===== config.mk =====
export PLATFORM = sky130hd
export DESIGN_NAME = cpu_run_controller
export DESIGN_NICKNAME = d
export VERILOG_FILES = /design/src/rtl/cpu_run_controller.sv
export SDC_FILE = /design/constraint.sdc
export NUM_CORES = 1
export LEC_CHECK = 0
export CORE_ASPECT_RATIO = 1.2
export CORE_MARGIN = 5
export CORE_UTILIZATION = 53
export CTS_BUF_LIST = sky130_fd_sc_hd__clkbuf_4 sky130_fd_sc_hd__clkbuf_8 sky130_fd_sc_hd__clkbuf_16
export CTS_CLUSTER_DIAMETER = 50
export DETAILED_ROUTE_END_ITERATION = 8
export GPL_ROUTABILITY_DRIVEN = 0
export GPL_TIMING_DRIVEN = 0
export MAX_ROUTING_LAYER = met4
export PLACE_DENSITY = 0.84
export SLEW_MARGIN = 10
export SYNTH_ARGS = -nofsm -noshare
export SYNTH_HDL_FRONTEND = slang
export SYNTH_SLANG_ARGS = --single-unit

===== constraint.sdc =====
create_clock -name clk -period 7.19 [get_ports clk]
set_input_delay 1.0785 -clock clk [delete_from_list [all_inputs] [get_ports clk]]
set_output_delay 1.0785 -clock clk [all_outputs]
set_load 0.01 [all_outputs]

===== src/rtl/cpu_run_controller.sv =====
// cpu_run_controller
//   Run harness for the pipelined in-memory-computing CPU. It first streams a
//   program into instruction memory. It then releases the datapath and runs it
//   until a HALT fetch or a cycle limit is reached. After a HALT it drains the
//   pipeline for PIPE_DEPTH cycles. It reports cycle, instruction and
//   in-memory-op counts.
// Ports:
//   clk, rst                 rising-edge clock, synchronous active-high reset
//   start, prog_len,         launch a load+run; prog_len = 0 skips the load,
//   run_limit                run_limit = 0 means the run is unlimited
//   s_valid/s_data/s_ready   program word stream (valid/ready)
//   imem_we/addr/wdata       instruction memory write port (combinational)
//   cpu_rst, cpu_en          datapath reset and clock enable
//   fetch_valid/fetch_instr  IF-stage fetch observation
//   busy, done, timeout      status: LOAD/RUN/DRAIN, run finished, ended by limit
//   cycle/instr/imc_count    saturating run statistics
module cpu_run_controller #(
  parameter int         INSTR_WIDTH = 16,
  parameter int         ADDR_WIDTH  = 10,
  parameter int         CYC_WIDTH   = 16,
  parameter int         OPC_MSB     = 15,
  parameter logic [2:0] HALT_OPC    = 3'b111,
  parameter logic [2:0] IMC_OPC     = 3'b001,
  parameter int         PIPE_DEPTH  = 3
) (
  input  logic                   clk,
  input  logic                   rst,
  input  logic                   start,
  input  logic [ADDR_WIDTH-1:0]  prog_len,
  input  logic [CYC_WIDTH-1:0]   run_limit,
  input  logic                   s_valid,
  input  logic [INSTR_WIDTH-1:0] s_data,
  output logic                   s_ready,
  output logic                   imem_we,
  output logic [ADDR_WIDTH-1:0]  imem_addr,
  output logic [INSTR_WIDTH-1:0] imem_wdata,
  output logic                   cpu_rst,
  output logic                   cpu_en,
  input  logic                   fetch_valid,
  input  logic [INSTR_WIDTH-1:0] fetch_instr,
  output logic                   busy,
  output logic                   done,
  output logic                   timeout,
  output logic [CYC_WIDTH-1:0]   cycle_count,
  output logic [CYC_WIDTH-1:0]   instr_count,
  output logic [CYC_WIDTH-1:0]   imc_count
);

  localparam logic [2:0] S_IDLE  = 3'd0;
  localparam logic [2:0] S_LOAD  = 3'd1;
  localparam logic [2:0] S_RUN   = 3'd2;
  localparam logic [2:0] S_DRAIN = 3'd3;
  localparam logic [2:0] S_DONE  = 3'd4;

  localparam int DRAIN_W = $clog2(PIPE_DEPTH + 1);

  logic [2:0]             state_q,   state_d;
  logic [ADDR_WIDTH-1:0]  ptr_q,     ptr_d;
  logic [ADDR_WIDTH-1:0]  len_q,     len_d;
  logic [CYC_WIDTH-1:0]   limit_q,   limit_d;
  logic [DRAIN_W-1:0]     drain_q,   drain_d;
  logic [CYC_WIDTH-1:0]   cycle_q,   cycle_d;
  logic [CYC_WIDTH-1:0]   instr_q,   instr_d;
  logic [CYC_WIDTH-1:0]   imc_q,     imc_d;
  logic                   timeout_q, timeout_d;
  logic                   s_ready_q, s_ready_d;
  logic                   cpu_rst_q, cpu_rst_d;
  logic                   cpu_en_q,  cpu_en_d;
  logic                   busy_q,    busy_d;
  logic                   done_q,    done_d;

  logic       handshake;
  logic [2:0] fetch_opc;

  // The counters stick at all-ones instead of wrapping.
  function automatic logic [CYC_WIDTH-1:0] sat_inc(input logic [CYC_WIDTH-1:0] v);
    return (&v) ? v : v + CYC_WIDTH'(1);
  endfunction

  assign handshake = (state_q == S_LOAD) && s_valid && s_ready_q;
  assign fetch_opc = fetch_instr[OPC_MSB -: 3];

  // The write port is combinational, so a word is written in the same
  // cycle as its handshake.
  assign imem_we    = handshake;
  assign imem_addr  = handshake ? ptr_q  : '0;
  assign imem_wdata = handshake ? s_data : '0;

  always_comb begin
    // NOTE: every variable gets a default before the case statement. A path
    // that leaves a variable unassigned in combinational logic infers a latch.
    state_d   = state_q;
    ptr_d     = ptr_q;
    len_d     = len_q;
    limit_d   = limit_q;
    drain_d   = drain_q;
    cycle_d   = cycle_q;
    instr_d   = instr_q;
    imc_d     = imc_q;
    timeout_d = timeout_q;

    case (state_q)
      S_IDLE, S_DONE: begin
        if (start) begin
          len_d     = prog_len;
          limit_d   = run_limit;
          ptr_d     = '0;
          cycle_d   = '0;
          instr_d   = '0;
          imc_d     = '0;
          timeout_d = 1'b0;
          state_d   = (prog_len != '0) ? S_LOAD : S_RUN;
        end
      end
      S_LOAD: begin
        if (handshake) begin
          ptr_d = ptr_q + ADDR_WIDTH'(1);
          if (ptr_q == len_q - ADDR_WIDTH'(1)) state_d = S_RUN;
        end
      end
      S_RUN: begin
        cycle_d = sat_inc(cycle_q);
        if (fetch_valid) begin
          instr_d = sat_inc(instr_q);
          if (fetch_opc == IMC_OPC) imc_d = sat_inc(imc_q);
        end
        // HALT takes priority over the limit when both happen in one cycle.
        if (fetch_valid && fetch_opc == HALT_OPC) begin
          state_d = S_DRAIN;
          drain_d = DRAIN_W'(PIPE_DEPTH);
        end else if (limit_q != '0 && cycle_d == limit_q) begin
          timeout_d = 1'b1;
          state_d   = S_DONE;
        end
      end
      S_DRAIN: begin
        cycle_d = sat_inc(cycle_q);
        drain_d = drain_q - DRAIN_W'(1);
        if (drain_q == DRAIN_W'(1)) state_d = S_DONE;
      end
      default: state_d = S_IDLE;
    endcase

    // The status outputs are registered from the next state, so they line up
    // with the state register.
    s_ready_d = (state_d == S_LOAD);
    cpu_en_d  = (state_d == S_RUN) || (state_d == S_DRAIN);
    cpu_rst_d = !cpu_en_d;
    busy_d    = (state_d == S_LOAD) || cpu_en_d;
    done_d    = (state_d == S_DONE);
  end

  // NOTE: sequential state is updated with non-blocking assignments only, so
  // every flop samples the values from before the edge.
  always_ff @(posedge clk) begin
    if (rst) begin
      state_q   <= S_IDLE;
      ptr_q     <= '0;
      len_q     <= '0;
      limit_q   <= '0;
      drain_q   <= '0;
      cycle_q   <= '0;
      instr_q   <= '0;
      imc_q     <= '0;
      timeout_q <= 1'b0;
      s_ready_q <= 1'b0;
      cpu_rst_q <= 1'b1;
      cpu_en_q  <= 1'b0;
      busy_q    <= 1'b0;
      done_q    <= 1'b0;
    end else begin
      state_q   <= state_d;
      ptr_q     <= ptr_d;
      len_q     <= len_d;
      limit_q   <= limit_d;
      drain_q   <= drain_d;
      cycle_q   <= cycle_d;
      instr_q   <= instr_d;
      imc_q     <= imc_d;
      timeout_q <= timeout_d;
      s_ready_q <= s_ready_d;
      cpu_rst_q <= cpu_rst_d;
      cpu_en_q  <= cpu_en_d;
      busy_q    <= busy_d;
      done_q    <= done_d;
    end
  end

  assign s_ready     = s_ready_q;
  assign cpu_rst     = cpu_rst_q;
  assign cpu_en      = cpu_en_q;
  assign busy        = busy_q;
  assign done        = done_q;
  assign timeout     = timeout_q;
  assign cycle_count = cycle_q;
  assign instr_count = instr_q;
  assign imc_count   = imc_q;

endmodule


==> results.sh <==
export IMPL_status="finished clean"
export IMPL_antenna_cells=0
export IMPL_crit_type="input port to output port"
export IMPL_route_layer_met1_wl_um=6110
export IMPL_asyncSetResetFlopFracSynth_pct=0
export IMPL_route_top_layer_used="met4"
export IMPL_postRouteWirelength_um=16300
export IMPL_ioPinCount=144
export IMPL_port_buffers=129
export IMPL_detail_route_drc_violations=0
export IMPL_fillCellCount=760
export IMPL_pre_cts_ws_ps=2960
export IMPL_clock_tree_buffer_depth=2
export IMPL_global_route_wire_length_before_repair_um=25500
export IMPL_critical_path_slowest_cell="clkdlybuf4s50_1"
export IMPL_cts_tree="done"
export IMPL_postCtsSetupRepairBufs=0
export IMPL_hpwlAfterDp_um=12300
export IMPL_htree_num_levels=3
export IMPL_synthToLayoutAreaGrowth_pct=34.1
export IMPL_path_cells="clkdlybuf4s50_1 > nand3_1 > inv_1 > clkbuf_1 > clkbuf_1 > and2_1 > clkdlybuf4s50_1"
export IMPL_final_core_utilization_pct=73.4
export IMPL_floorplan_core_area_sq_um=9610
export IMPL_critical_path_stages=7
export IMPL_synth_area_top_cells="dfxtp_1, nand2_1, xor2_1, a21oi_1, nor2_1"
export IMPL_postSynthAreaPerCell_sq_um=7.73
export IMPL_placementRows=39
export IMPL_min_delay_start="len_q[9]$_SDFFE_PP0P_"
export IMPL_detailed_router_s_first_iteration_violation_count=541
export IMPL_required_ps=6110
export IMPL_synth_edff_count=0
export IMPL_sink_of_the_worst_hold_path="len_q[9]$_SDFFE_PP0P_"
export IMPL_grt_start_max_net_pins=17
export IMPL_final_setup_worst_slack_ps=2960
export IMPL_endpoint_kind="output port"
export IMPL_multi_input_comb_area_sq_um=3170
export IMPL_clock_sinks=95
export IMPL_final_hold_viol_count=0
export IMPL_clock_skew_final_ps=6.85
export IMPL_maxSlewViolCount=0
export IMPL_ctsResizeCount=0
export IMPL_maxCapViolations=0
export IMPL_worstReg2RegStart="cycle_count[0]$_SDFFE_PP0P_"
export IMPL_setup_total_negative_slack_ps=0
export IMPL_syn_inst=681
export IMPL_grt_antenna_before_repair=0
export IMPL_netlist_area_leader_share_pct=36.1
export IMPL_post_synth_design_cell_area_sq_um=5260
export IMPL_slew_headroom_pct=26.8
export IMPL_power_ir_vdd_worst_v=0.000175
export IMPL_dieArea_sq_um=12000
export IMPL_fin_crit_ps=4230
export IMPL_startpoint_kind_of_the_worst_setup_timing_path="input port"
export IMPL_initial_utilization_pct=54.8
export IMPL_timing_hold_worst_path_depth=2
export IMPL_synth_yosys_warnings=0
export IMPL_dr_wl_met3_um=1470
export IMPL_syn_num_nets=750
export IMPL_critical_path_buf_inv_count=5
export IMPL_num_vias=5763
export IMPL_critical_path_top_delay_family="buffers and inverters"
export IMPL_worst_skew_pair_late_latency_ps=350
export IMPL_grt_pass1_vias=5410
export IMPL_grt_setup_unrepaired="no"
export IMPL_finalPower_uw=1250
export IMPL_synthDistinctLibCells=54
export IMPL_post_cts_hold_buffers=0
export IMPL_drt_pre_antenna_iters=7
export IMPL_cts_buffers_inserted=9
export IMPL_wl_met2_um=8210
export IMPL_timing_hold_worst_class="flop to flop"
export IMPL_die_width_um=101
export IMPL_rr_worst_depth=10
export IMPL_power_density_nw_per_um2=177
export IMPL_layout_area_seq_sq_um=1900
export IMPL_final_period_utilization_pct=58.9
export IMPL_rrSetupSlack_ps=3660
export IMPL_drive_gt1_share_pct=4.00
export IMPL_ant_nets=0
export IMPL_worstPathMaxFanout=10
export IMPL_timing_critical_path_slowest_cell_delay_ps=540
export IMPL_worstReg2RegEnd="cpu_en$_SDFF_PP0_"
export IMPL_grt_overflow=0
export IMPL_ys_flop_type="dfxtp_1"
export IMPL_synth_ff_latch_count=95
export IMPL_cts_root_buffer_cell="clkbuf_16"
export IMPL_detail_route_vias_per_cell=6.07
export IMPL_synth_largest_area_cell="dfxtp_1"
export IMPL_die_height_um=119
export IMPL_max_freq_ghz=0.236
export IMPL_seq_area_frac_synth_pct=36.1
export IMPL_tightestPinTransition_ps=1090
export IMPL_cts_reportedPaths_clkPinSlew_ps=70
export IMPL_setup_violators_final=0
export IMPL_combined_global_route_utilization_of_all_metal_layers_pct=26.6
export IMPL_worst_endpoint_arrival_ps=3150
export IMPL_nNetsFinal=890
export IMPL_power_leakage_uw=0.00255
export IMPL_route_detailed_wl_per_inst_um=17.2
worst reg2reg max path: stages (launching register included):
cell      delay, ps
dfxtp_1         520
ha_1            350
nand4_1         390
nor4_4          410
clkbuf_1        480
nand4_1         180
o221ai_1        140
nand3_1         100
or3_1           350
o21ai_0         330
a31oi_1         150
routing by layer:
layer / vias up / track usage (%)
met3: 64 / 5.15
li1: 2687 / -
met2: 326 / 46.0
met1: 2686 / 29.8
met5: - / -
met4: 0 / 10.6
registers in the layout (all words and copies together) (netlist names):
signal       flops
ptr_q           10
state_q          3
s_ready          1
timeout          1
drain_q          2
instr_count     16
cpu_rst          1
limit_q         16
cpu_en           1
imc_count       16
busy             1
len_q           10
cycle_count     16
done             1
cell families after synthesis:
logic type / after synthesis / share of synthesized area, %
buffers and inverters: 47 / 3.61
AOI/OAI and AO/OA: 125 / 14.4
and+or+nand+nor: 348 / 34.4
xor gates and xnor gates: 60 / 9.98
adders and majority gates: 6 / 1.43
DFF: 95 / 36.1
cell type report:
cell class	instances	area share (%)
inverter	11	0.585
buffer	36	2.11
tap	123	2.18
sequential	95	26.9
clock inverter	6	1.67
timing repair buffer	129	18.3
multi-input combinational	539	44.9
clock buffer	10	3.30
Yosys cell counts (3+ instances only):
master	number
nand2_1	96
dfxtp_1	95
nor2_1	74
a21oi_1	62
xor2_1	38
and2_1	28
clkbuf_1	25
nand3_1	24
nor3_1	22
xnor2_1	22
o21ai_0	19
nand4_1	17
nor4_1	17
and4_1	11
inv_1	11
or3_1	10
and3_1	9
nand2b_1	9
a31oi_1	8
buf_2	8
ha_1	6
a22oi_1	5
a311oi_1	5
nand3b_1	5
a211oi_1	4
nor3b_1	4
or4_1	4
nor4_2	3
nor4b_1	3
o21a_1	3
report_power, final:
| group | total, uW | internal (uW) | switching (uW) |
|---|---|---|---|
| clock network | 561 | 347 | 214 |
| registers | 550 | 537 | 12.8 |
| logic | 136 | 64.4 | 71.8 |
worst max-delay path by stage:
stage            start             end
2_1_floorplan  s_valid  imem_wdata[10]
3_3_place_gp   s_valid   imem_wdata[0]
3_5_place_dp   s_valid  imem_wdata[13]
4_1_cts        s_valid  imem_wdata[13]
5_1_grt        s_valid   imem_wdata[9]
6_report       s_valid  imem_wdata[12]
per-stage QoR:
step                      hold WS, ps  cells  cell area, sq um
final                             473    949              7060
after global placement            460    933              6710
after detailed placement          465    933              6710
after CTS                         473    949              7060
after floorplan                   449    681              5260
after global routing              515    949              7060
placed cells by master (no fill, tap or decap), drive strengths merged, types with 22 or more instances in the layout:
cell / Yosys / final
xor2: 38 / 38
and2: 29 / 29
nand3: 24 / 24
nor2: 74 / 74
dfxtp: 95 / 95
a21oi: 62 / 62
clkbuf: 25 / 35
clkdlybuf4s50: 0 / 129
xnor2: 22 / 22
nor3: 22 / 22
nand2: 96 / 96
Power figures use the tool's default switching activity.
